==> src/rtl/pulse_width_meter.sv <==
// pulse_width_meter: per-channel synchronised pulse-width capture with valid/ack handshake.
// Define PWM_MAX_TRACK_EN to add per-channel peak-width tracking on max_width_o.
module pulse_width_meter #(
  parameter int CH   = 4,
  parameter int W    = 8,
  parameter int SYNC = 2
) (
  input  logic              clk_i,
  input  logic              rst_n_i,
  input  logic [CH-1:0]     psi_i,
  input  logic [CH-1:0]     ack_i,
  input  logic [CH-1:0]     clr_max_i,
  output logic [CH*W-1:0]   width_o,
  output logic [CH-1:0]     valid_o,
  output logic [CH-1:0]     ovf_o,
  output logic [CH-1:0]     overrun_o,
  output logic [CH*W-1:0]   max_width_o
);
  typedef enum logic {IDLE, MEAS} state_e;
`ifndef PWM_MAX_TRACK_EN
  logic unused_clr;
  assign unused_clr = ^clr_max_i;
`endif
  for (genvar c = 0; c < CH; c++) begin : g_ch
    logic [SYNC-1:0] sync_q;
    logic            psi_s, psi_d_q;
    state_e          state_q, state_d;
    logic [W-1:0]    cnt_q, cnt_d, width_q, width_d;
    logic            sat_q, sat_d, valid_q, valid_d, ovf_q, ovf_d, ovr_q, ovr_d, cap;
    assign psi_s = sync_q[SYNC-1];
    always_comb begin
      state_d = state_q;
      cnt_d   = cnt_q;
      sat_d   = sat_q;
      cap     = 1'b0;
      if (state_q == IDLE) begin
        if (psi_s && !psi_d_q) begin
          cnt_d   = W'(1);
          sat_d   = 1'b0;
          state_d = MEAS;
        end
      end else if (psi_s) begin
        cnt_d = &cnt_q ? cnt_q : cnt_q + W'(1);
        sat_d = sat_q | (&cnt_q);
      end else begin
        cap     = 1'b1;
        state_d = IDLE;
      end
      width_d = cap ? cnt_q : width_q;
      ovf_d   = cap ? sat_q : ovf_q;
      valid_d = cap | (valid_q & ~ack_i[c]);
      // an acknowledged result being replaced is not an overrun
      ovr_d   = (cap & valid_q & ~ack_i[c]) | (ovr_q & ~ack_i[c]);
    end
    always_ff @(posedge clk_i or negedge rst_n_i) begin
      if (!rst_n_i) begin
        sync_q  <= '0;
        psi_d_q <= 1'b0;
        state_q <= IDLE;
        cnt_q   <= '0;
        sat_q   <= 1'b0;
        width_q <= '0;
        valid_q <= 1'b0;
        ovf_q   <= 1'b0;
        ovr_q   <= 1'b0;
      end else begin
        sync_q  <= (sync_q << 1) | SYNC'(psi_i[c]);
        psi_d_q <= psi_s;
        state_q <= state_d;
        cnt_q   <= cnt_d;
        sat_q   <= sat_d;
        width_q <= width_d;
        valid_q <= valid_d;
        ovf_q   <= ovf_d;
        ovr_q   <= ovr_d;
      end
    end
    assign width_o[c*W +: W] = width_q;
    assign valid_o[c]        = valid_q;
    assign ovf_o[c]          = ovf_q;
    assign overrun_o[c]      = ovr_q;
`ifdef PWM_MAX_TRACK_EN
    logic [W-1:0] max_q, max_d;
    // a clear coinciding with a capture restarts the peak from the new width
    assign max_d = (cap && (clr_max_i[c] || cnt_q > max_q)) ? cnt_q :
                   clr_max_i[c] ? '0 : max_q;
    always_ff @(posedge clk_i or negedge rst_n_i) begin
      if (!rst_n_i) max_q <= '0;
      else          max_q <= max_d;
    end
    assign max_width_o[c*W +: W] = max_q;
`else
    assign max_width_o[c*W +: W] = '0;
`endif
  end
endmodule

==> config.mk <==
export PLATFORM = sky130hd
export DESIGN_NAME = pulse_width_meter
export DESIGN_NICKNAME = d
export VERILOG_FILES = /design/src/rtl/pulse_width_meter.sv
export SDC_FILE = /design/constraint.sdc
export NUM_CORES = 1
export LEC_CHECK = 0
export ABC_AREA = 0
export CORE_UTILIZATION = 52
export CTS_CLUSTER_SIZE = 10
export DETAILED_ROUTE_END_ITERATION = 12
export PLACE_DENSITY_LB_ADDON = 0.1
export SLEW_MARGIN = 20
export SYNTH_ARGS = -nofsm -noshare
export SYNTH_HDL_FRONTEND = slang
export SYNTH_SLANG_ARGS = --single-unit
export TNS_END_PERCENT = 10
==> constraint.sdc <==
create_clock -name clk_i -period 1.95 [get_ports clk_i]
set_clock_uncertainty 0.05 [all_clocks]
set_input_delay 0.39 -clock clk_i [delete_from_list [all_inputs] [get_ports clk_i]]
set_output_delay 0.39 -clock clk_i [all_outputs]
set_load 0.02 [all_outputs]
== Yosys cells after proc, flatten, opt, wreduce, memory -nomap -nowiden ==
Index checks and enable logic that the tools add are counted.

* Bits in registers: 96
* Input bits: 14
* Output and inout bits: 76
* Word-level logic and storage cells: 156

* Add/subtract/negate cells: 4
* Equality and inequality tests: 8
* Multiplexer cells: 48
* Bitwise operators: 36
* Reduce and logical (&&, ||, !) cells: 24

{| class="wikitable"
|+ Operators with widths
! kind !! number
|-
| 8-bit two-way mux || 16
|-
| 8-bit by 1-bit adder with 8-bit output (second input constant) || 4
|-
| 1-bit two-way mux || 32
|-
| 8-bit AND reduction || 4
|-
| 1-bit AND || 16
|-
| 2-bit inequality test (second input constant) || 8
|-
| 1-bit OR || 12
|-
| 3-bit AND reduction || 4
|-
| 2-bit by 1-bit OR with 2-bit output || 4
|-
| 2-bit AND reduction || 4
|-
| 2-bit nonzero test || 4
|-
| 1-bit logical AND || 4
|-
| 1-bit zero test || 4
|-
| 1-bit NOT || 4
|}

== Depth between registers and ports, before layout ==
* Word-level depth: 5
* Mapped depth: 6
* Mapped depth without buffers: 5

== Worst setup path after synthesis ==
No wires, ideal clock.

* Path kind: flip-flop to flip-flop
* From: register g_ch[3].cnt_q[0]
* To: register g_ch[3].cnt_q[4]
* Data arrival time: 1445 ps
* Slack: 329 ps
* Cell stages (with the launch flop): 6
* Clock period less this slack: 1621 ps
* Buffers on the path: 0
* Library setup time: 126 ps
* Data required time: 1774 ps
* Path through: dfrtp_1 ha_1 and4_4 a311o_4 o21ai_2 o31ai_1

* Word-level cells in the longest chain between the ends: 4
* Elaborated cells on any way between the ends: 7
* Those cells by class: 1 x add/sub; 1 x eq/ne; 3 x mux; 2 x reduce/logical

{| class="wikitable"
|+ Ends and longest elaborated chain
! item !! RTL line !! source
|-
| start: declaration || 28 || <nowiki>logic [W-1:0] cnt_q, cnt_d, width_q, width_d;</nowiki>
|-
| start signal: assignment || 70 || <nowiki>cnt_q <= cnt_d;</nowiki>
|-
| 8-bit by 1-bit adder with 8-bit output || 43 || <nowiki>cnt_d = &cnt_q ? cnt_q : cnt_q + W'(1);</nowiki>
|-
| 8-bit two-way mux || 43 ||
|-
| 8-bit two-way mux || 42 || <nowiki>end else if (psi_s) begin</nowiki>
|-
| 8-bit two-way mux || 36 || <nowiki>if (state_q == IDLE) begin</nowiki>
|}

Parallel ways exist; a longest one is shown, timed or not. The select of a mux whose other input is x is not followed.
A chain may end at the register's enable or synchronous reset.

== Final worst setup path ==
* From: register g_ch[3].ovr_q
* To: output overrun_o[3]

{| class="wikitable"
|+ RTL lines
! item !! RTL line !! source
|-
| start: declaration || 29 || <nowiki>logic sat_q, sat_d, valid_q, valid_d, ovf_q, ovf_d, ovr_q, ovr_d, cap;</nowiki>
|-
| start signal: assignment || 75 || <nowiki>ovr_q <= ovr_d;</nowiki>
|-
| end: declaration || 16 || <nowiki>output logic [CH-1:0] overrun_o,</nowiki>
|}

No word-level cell between the ends.

==> summary.txt <==
STA
  – Slew headroom: 63.6%
  – Slew @ Worst Pin: 0.546 ns
  – Setup_tns: 0 ns
  – Setup repair after global routing missed its margin: no
  – Max Freq: 558 MHz
  – Final period util: 92.0%
  – Fin crit period: 1.79 ns
  – Fin. Hold Viols: 0
  – Setup violators final: 0
  – Max Slew Vio Count: 0

GRT
  – GRT met3 Usage: 3.03%
  – Met1 Use GR: 24.8%
  – GR Overflow Total: 0
  – Grt met2 use: 31.6%
  – First-pass GRT wire length: 13.2 mm
  – Initial antenna violation count: 0
  – GRT Total Usage: 19.0%
  – GRT Max-Usage Layer: met2
  – Vias in the first global route: 2824
  – Largest net degree at the start of global routing: 56

Worst setup path
  – Worst Reg-to-Reg Cells: 5
  – Arr. time, crit path: 1.35 ns
  – FF-to-FF Start: g_ch[3].cnt_q[0]
  – Crit-path cells: clkdlybuf4s50_1
  – FF-to-FF setup slack: 0.23 ns
  – CP max stage delay: 0.63 ns
  – Kind of critical path: reg2out
  – Critical Path RT: 1.51 ns
  – CP max stage cell: clkdlybuf4s50_1
  – Maximum net fanout on the critical path: 2
  – Stages on the worst setup path: 1
  – WP buf/inv: 1
  – Critical path origin: g_ch[3].ovr_q
  – CP delay by family, top: buffers and inverters
  – Worst setup EP type: primary output
  – Setup crit start kind: flop

Pwr
  – PwrDens: 871 mW/mm²
  – Sw Share: 29.0%
  – Comb pwr share: 17.8%
  – Sequential fraction of design power: 52.6%
  – Internal power: 3.19 mW
  – Sw Pwr: 1.30 mW
  – Clock share of power: 29.6%
  – Overall power: 4.49 mW
  – Worst vdd ir: 0.483 mV
  – Leak: 2.37 nW

Route
  – Initial DRC Count: 115
  – Vias: 3028
  – WL final: 7.87 mm
  – Remaining DRCs: 0
  – 1st-pass router iterations: 4
  – Routed Antenna Nets: 0
  – Routed len/inst: 14.1 µm
  – Routed vias/inst: 5.44

Synth
  – Synth area leaders: dfrtp_1, mux2_2, buf_4
  – Cell type with the largest total area after synthesis: dfrtp_1
  – Distinct cells, synth: 53
  – Post-Syn Instances: 401
  – Primary FF master, synth: dfrtp_1
  – Post-synth top cells: dfrtp_1, buf_4, mux2_2, nor2_1, nand2_1
  – Share of the synthesized area in the top cell type: 53.3%
  – Ys Warns: 0
  – Asr flop ratio synth: 100%
  – Seq/Total Area, Yosys: 53.3%
  – Post-synthesis cell area: 0.00450 mm²
  – EDFF count, synth: 0
  – Most frequent cell after synthesis: dfrtp_1
  – Register bit total from synthesis: 96
  – Syn avg cell area: 11.2 µm²

Floorplanning
  – Die area: 0.00904 mm²
  – Die extent in x: 95.1 µm
  – Num ports: 90
  – Core ar.: 0.00830 mm²
  – Die height: 95.1 µm
  – Initial Util: 54.3%
  – Row Count: 33

Clock tree
  – Total CTS buffers: 9
  – Post-CTS setup buffer count: 0
  – CTS tree: built
  – CTS root buf: clkbuf_8
  – CTS sink count: 96
  – CTS max path bufs: 2
  – Htree depth: 3
  – Clock latency on the worst-skew pair: 0.36 ns
  – CTS clk-pin slew, worst paths: 0.08 ns

Cells and area
  – Non-filler cells, final: 557
  – NumNets Final: 465
  – # diodes: 0
  – Layout cells sized above 1: 16.4%
  – Syn-to-layout area delta: 14.5%
  – Area occupied by registers: 0.00240 mm²
  – Post-layout util: 62.1%
  – Multi-input combinational cell area: 0.00178 mm²
  – Final Instance Area: 0.00516 mm²
  – FILL cells: 678

Placement
  – Cells after DPL: 540
  – GPL Wtd Cong: 0.818
  – DPL Wire Length: 5.53 mm
  – Placed Area: 0.00494 mm²
  – Number of I/O port buffers: 53

Min path
  – Hold path startpoint: g_ch[3].sync_q[0]
  – Worst hold path type: reg2reg
  – Hold depth: 0

Job
  – Max-cap violations: 0

Run status
  – Status: complete, no violations
==> worst paths after layout <==
path                                       to
max in group asynchronous  g_ch[0].width_q[5]
min in group asynchronous     g_ch[1].psi_d_q
max                              overrun_o[3]
min                         g_ch[3].sync_q[1]
max reg2reg                  g_ch[3].cnt_q[6]
min reg2reg                 g_ch[3].sync_q[1]
==> per-layer routing <==
| metal | vias to the layer above | part of all wire [%] |
|---|---|---|
| met5 | - | 0 |
| met4 | 0 | 1.8 |
| met3 | 15 | 3.3 |
| met2 | 72 | 50 |
| met1 | 1498 | 45 |
| li1 | 1443 | - |
==> metrics by stage <==
stage / setup slack (ns) / hold WS, ns
after floorplan: 0.329 / 0.0444
after global placement: 0.259 / 0.282
after detailed placement: 0.198 / 0.285
after CTS: 0.131 / 0.305
after global routing: 0.103 / 0.306
final: 0.157 / 0.305
==> what timing repair did <==
item,CTS,global route
hold buffers,1,0
resized for setup,0,1
setup endpoints to repair,0,1
hold endpoints to repair,29,0
==> cell usage in the layout, fill, tap and decap left out, types with 2 or more instances in the layout <==
cell type,count
a211oi_1,3
a21oi_1,11
a21oi_2,2
a31oi_1,11
and2_1,2
and3_1,7
and4_4,3
buf_4,6
clkbuf_8,10
clkdlybuf4s50_1,52
conb_1,32
dfrtp_1,96
ha_1,4
inv_1,10
mux2_2,34
mux2i_1,2
nand2_1,21
nand2b_1,9
nand3_1,18
nand4_1,7
nand4_4,2
nor2_1,30
nor2b_1,2
nor3_1,3
o2111ai_1,3
o211ai_1,6
o211ai_4,2
o21ai_0,15
o21ai_1,10
o311ai_0,2
or3_1,3
xor2_1,5
==> sequential cells by signal (all words and copies together), names as in the netlist <==
name / count
g_ch.width_q: 32
g_ch.cnt_q: 32
g_ch.psi_d_q: 4
g_ch.state_q: 4
g_ch.sync_q: 8
g_ch.valid_q: 4
g_ch.ovr_q: 4
g_ch.sat_q: 4
g_ch.ovf_q: 4
==> power by group through the flow <==
stage / clock, mW / combinational [mW] / sequential [mW]
4_1_cts: 1.39 / 0.808 / 2.37
5_1_grt: 1.45 / 0.872 / 2.40
2_1_floorplan: 0 / 0.462 / 2.46
6_report: 1.33 / 0.797 / 2.36
3_5_place_dp: 0 / 0.800 / 2.41
3_3_place_gp: 0 / 0.792 / 2.40
==> cell families (layout without fill, tap and decap cells) <==
family | count (synthesis) | count (layout) | share of synthesized area, %
AOI/OAI and AO/OA | 76 | 76 | 11.7
muxes | 36 | 36 | 8.94
other | 1 | 32 | 0.0833
buffers and inverters | 67 | 87 | 9.78
adders and majority gates | 4 | 4 | 1.11
DFF | 96 | 96 | 53.3
xor gates and xnor gates | 5 | 5 | 0.972
and+or+nand+nor | 116 | 116 | 14.1
==> final cells by class <==
| type | instances | share of cell area [%] |
|---|---|---|
| clock buffers | 11 | 2.74 |
| clock inverters | 5 | 1.24 |
| inverters | 11 | 0.801 |
| multi-input cells | 269 | 34.5 |
| flip-flops and latches | 96 | 46.6 |
| well taps | 105 | 2.55 |
| repair buffers | 60 | 11.5 |
(Power assumes the default switching activity.)
==> RTL edit 1, RTL diff (same flow settings) <==
Register the output `overrun_o` once more, cleared by the reset; this adds one clock of latency there. The other outputs are not delayed to match.
--- a/src/rtl/pulse_width_meter.sv
+++ b/src/rtl/pulse_width_meter.sv
@@ -19,2 +19,4 @@
   typedef enum logic {IDLE, MEAS} state_e;
+
+  logic [CH-1:0] overrun_d;
 `ifndef PWM_MAX_TRACK_EN
@@ -80,3 +82,3 @@
     assign ovf_o[c]          = ovf_q;
-    assign overrun_o[c]      = ovr_q;
+    assign overrun_d[c]      = ovr_q;
 `ifdef PWM_MAX_TRACK_EN
@@ -95,2 +97,10 @@
   end
+  always_ff @(posedge clk_i or negedge rst_n_i) begin
+    if (!rst_n_i) begin
+      overrun_o <= '0;
+    end else begin
+      overrun_o <= overrun_d;
+    end
+  end
+
 endmodule
Check against the original RTL: not equivalent (Yosys sat finds a counterexample within 10 cycles, from zero or initial values and one cycle with rst_n_i low).
==> RTL edit 1 against the unedited design <==
Utilization about the same; area after synthesis up 0.58%; worst setup slack worse by 0.029 ns; sequential cell count up 4; final cell count down 1.6%; final area up 0.51%; routed wire length down 2.9%; count of clock-buffer cells in the layout down 1; total power up 3.0%; largest power group unchanged; highest routed layer unchanged.
==> RTL edit 1: results <==
outcome:
  status: "finished clean"
global_routing:
  antenna_found_initial: 0
  grt_max_degree: 50
  grt_pass1_wl_um: 12970
  grt_pass1_vias: 2701
  grt_usage_pct: 18.70
layout:
  drive_gt1_share_pct: 15.58
  num-nets-final: 456
  n_antenna_cell: 0
  reg_top3: "g_ch.cnt_q x32, g_ch.width_q x32, g_ch.sync_q x8"
  fillers: 685
worst_setup_path:
  path_delay_family: "buffers and inverters"
  cpPeakStageDelay_ns: 0.64
  path_max_fanout: 3
  crit_path_top_delay_cell: "clkdlybuf4s50_1"
placement:
  numPortBuffers: 53
  post-dp-hpwl_um: 5382
  gp_congestion: 0.8246
detailed_routing:
  totalWireLength_um: 7641
  vias: 2958
  drt_first_pass_iters: 4
  drt_iter0_drc: 87
synthesis:
  ys_seq_area_share_pct: 55.23
  async_reset_ff_share_pct: 100.0
  synth_cell_types: 54
  synthTopCellsByCount: "dfrtp_1, buf_4, mux2_2, nand2_1, o21ai_0"
  ys.flop_type: "dfrtp_1"
  yosysWarnings: 0
  synthTopCellsByArea: "dfrtp_1, mux2_2, buf_4"
clock_network:
  numCtsBuffers: 9
  clockRootBuffer: "clkbuf_8"
  cts_resized: 0
  path_clk_slew_ns: 0.10
  cts_htree_levels: 3
  clock_latency_ns: 0.36
  clockBufferDepth: 2
pwr:
  ir_drop_mv: 0.6152
  leakage_nw: 2.422
sta:
  relSlewSlack_pct: 63.21
worst_hold_path:
  hold_class: "reg2reg"
[RTL edit 1: cell count changes after synthesis, moves of 5 or more]
cell	change
o31ai_1	+13
nand3_1	-10
nor2_1	-10
o21ai_1	-10
buf_4	-8
o21ai_0	+6
a31oi_1	-5
[RTL edit 1: cell families (layout without fill, tap and decap cells)]
family	count (synthesis)	after routing	share of synthesized area, %
AOI/OAI and AO/OA	78	78	11.90
xor gates and xnor gates	4	4	0.7734
adders and majority gates	4	4	1.105
buffers and inverters	65	88	9.114
DFF	100	100	55.23
muxes	34	34	8.423
other	1	32	0.08277
and+or+nand+nor	103	103	13.37
[RTL edit 1: final timing paths]
| path | cells past startpoint | endpoint | from | slack, ns |
|---|---|---|---|---|
| max | 1 | valid_o[3] | g_ch[3].valid_q | 0.13 |
| min | 0 | g_ch[1].sync_q[1] | g_ch[1].sync_q[0] | 0.30 |
| max reg2reg | 5 | g_ch[0].cnt_q[3] | g_ch[0].cnt_q[0] | 0.27 |
| min reg2reg | 0 | g_ch[1].sync_q[1] | g_ch[1].sync_q[0] | 0.30 |
| max in group asynchronous | 3 | g_ch[3].cnt_q[0] | rst_n_i | 1.00 |
| min in group asynchronous | 2 | g_ch[1].ovf_q | rst_n_i | 0.35 |
[RTL edit 1: timing repair]
action / 4_1_cts / 5_1_grt
hold endpoints to repair: 9 / 0
endpoints found under the setup margin: 0 / 0
hold buffers: 1 / 0
setup buffers: 0 / 0
[RTL edit 1: per-layer routing]
metal | global-route usage (%) | share of wire [%] | wire, µm
met3 | 4.386 | 3.7 | 284
met4 | 8.081 | 1.7 | 130
met1 | 25.50 | 47 | 3565
met5 | 0 | 0 | 0
met2 | 28.57 | 48 | 3660
[RTL edit 1: power by group]
group	switching, mW	internal [mW]
Clock	0.686	0.496
Sequential	0.238	2.30
Combinational	0.475	0.430
[RTL edit 1: layout make-up]
type	count	area, µm²	share of cell area (%)
Clock buffer	10	137.6	2.655
Clock inverter	6	38.79	0.7483
Inverter	15	56.30	1.086
Multi-Input combinational cell	255	1732	33.41
Sequential cell	100	2502	48.27
Tap cell	105	131.4	2.534
Timing Repair Buffer	57	585.6	11.30
[RTL edit 1: stage by stage]
stage | hold WS, ns | total power [mW] | setup WS [ns] | cells | instance area (µm²)
2_1_floorplan | 0.04441 | 3.124 | 0.4561 | 420 | 4647
3_3_place_gp | 0.1965 | 3.463 | 0.3194 | 531 | 4997
3_5_place_dp | 0.1944 | 3.486 | 0.2934 | 531 | 4997
4_1_cts | 0.3059 | 4.689 | 0.1027 | 548 | 5184
5_1_grt | 0.3104 | 4.899 | 0.06151 | 548 | 5184
6_report | 0.2960 | 4.626 | 0.1276 | 548 | 5184
==> RTL edit 2, RTL diff (config.mk and constraints unchanged) <==
Without the edit above. Set the parameter `CH` to 6 (it was 4).
--- a/src/rtl/pulse_width_meter.sv
+++ b/src/rtl/pulse_width_meter.sv
@@ -3,3 +3,3 @@
 module pulse_width_meter #(
-  parameter int CH   = 4,
+  parameter int CH   = 6,
   parameter int W    = 8,
Interface: changed (8 resized); port bits go from 90 to 134. No check against the original RTL was run, so the function may have changed too.
==> RTL edit 2 against the unedited design <==
Hold slack got worse by 0.0057 ns; total power increased by 72%; area after synthesis increased by 47%; non-clock buffer count increased by 28; final area increased by 52%; sequential cell count up 48; worst setup slack worse by 0.041 ns; routed wire length increased by 50%; critical path type unchanged; critical endpoint is now width_o[17].
==> RTL edit 2: results <==
placement:
  post-dp-hpwl_um: 8203
  numPortBuffers: 79
  place_area_um2: 7300
  numPlacedInstances: 820
  gp_congestion: 0.8738
  post-place-ws_ns: 0.08617
worst_setup_path:
  reg2reg_to: "g_ch[0].cnt_q[5]"
  rrSetupSlack_ns: 0.12
  crit_path_start: "g_ch[2].width_q[1]"
  reg2reg_from: "g_ch[0].cnt_q[0]"
  arrival_ns: 1.39
  crit_end: "width_o[17]"
pwr:
  seqPwrFrac_pct: 46.0
  ir_drop_mv: 0.5860
  leakage_nw: 3.600
  comb_power_mw: 1.21
clock_network:
  numCtsBuffers: 17
  cts_htree_levels: 4
  clockRootBuffer: "clkbuf_16"
  path_clk_slew_ns: 0.06
  clock_latency_ns: 0.41
global_routing:
  use_met2_pct: 31.88
  grt_pass1_vias: 4286
  grtUsageMet1_pct: 24.24
  grt_pass1_wl_um: 19870
detailed_routing:
  dr_wl_met3_um: 545
  totalWireLength_um: 11820
  wl_met1_um: 5248
  wl_per_cell_um: 13.87
synthesis:
  ys_seq_area_share_pct: 54.52
  syn_area_per_cell_um2: 11.00
  synth_cell_types: 59
  synthTopCellsByArea: "dfrtp_1, mux2_2, buf_4"
  synthTopCellsByCount: "dfrtp_1, buf_4, mux2_2, nor2_1"
layout:
  fillers: 995
  ff_latch_area_um2: 3603
  num-nets-final: 698
sta:
  relSlewSlack_pct: 59.06
  holdWs_ns: 0.2990
outcome:
  status: "finished clean"
## RTL edit 2: changes by cell type after synthesis, sizes merged, moves of 15 or more
cell   unedited run  this run
mux2             34        49
nand2            21        37
o21ai            26        42
a21oi            13        35
buf              55        79
dfrtp            96       144
inv              11        27
## RTL edit 2: logic make-up (layout without fill, tap and decap cells)
group                      Yosys count  in the layout  synth area share, %
and+or+nand+nor                    156            156                12.12
DFF                                144            144                54.52
AOI/OAI and AO/OA                  129            129                12.59
buffers and inverters              110            146                10.39
muxes                               51             51                8.652
adders and majority gates            6              6                1.136
xor gates and xnor gates             4              4               0.5302
other                                1             48              0.05674
## RTL edit 2: layout make-up
cell class / count / share of cell area (%)
Sequential cell: 144 / 45.87
Multi-Input combinational cell: 394 / 31.79
Timing Repair Buffer: 88 / 11.45
Clock buffer: 25 / 6.180
Tap cell: 168 / 2.676
Inverter: 27 / 1.290
Clock inverter: 6 / 0.7327
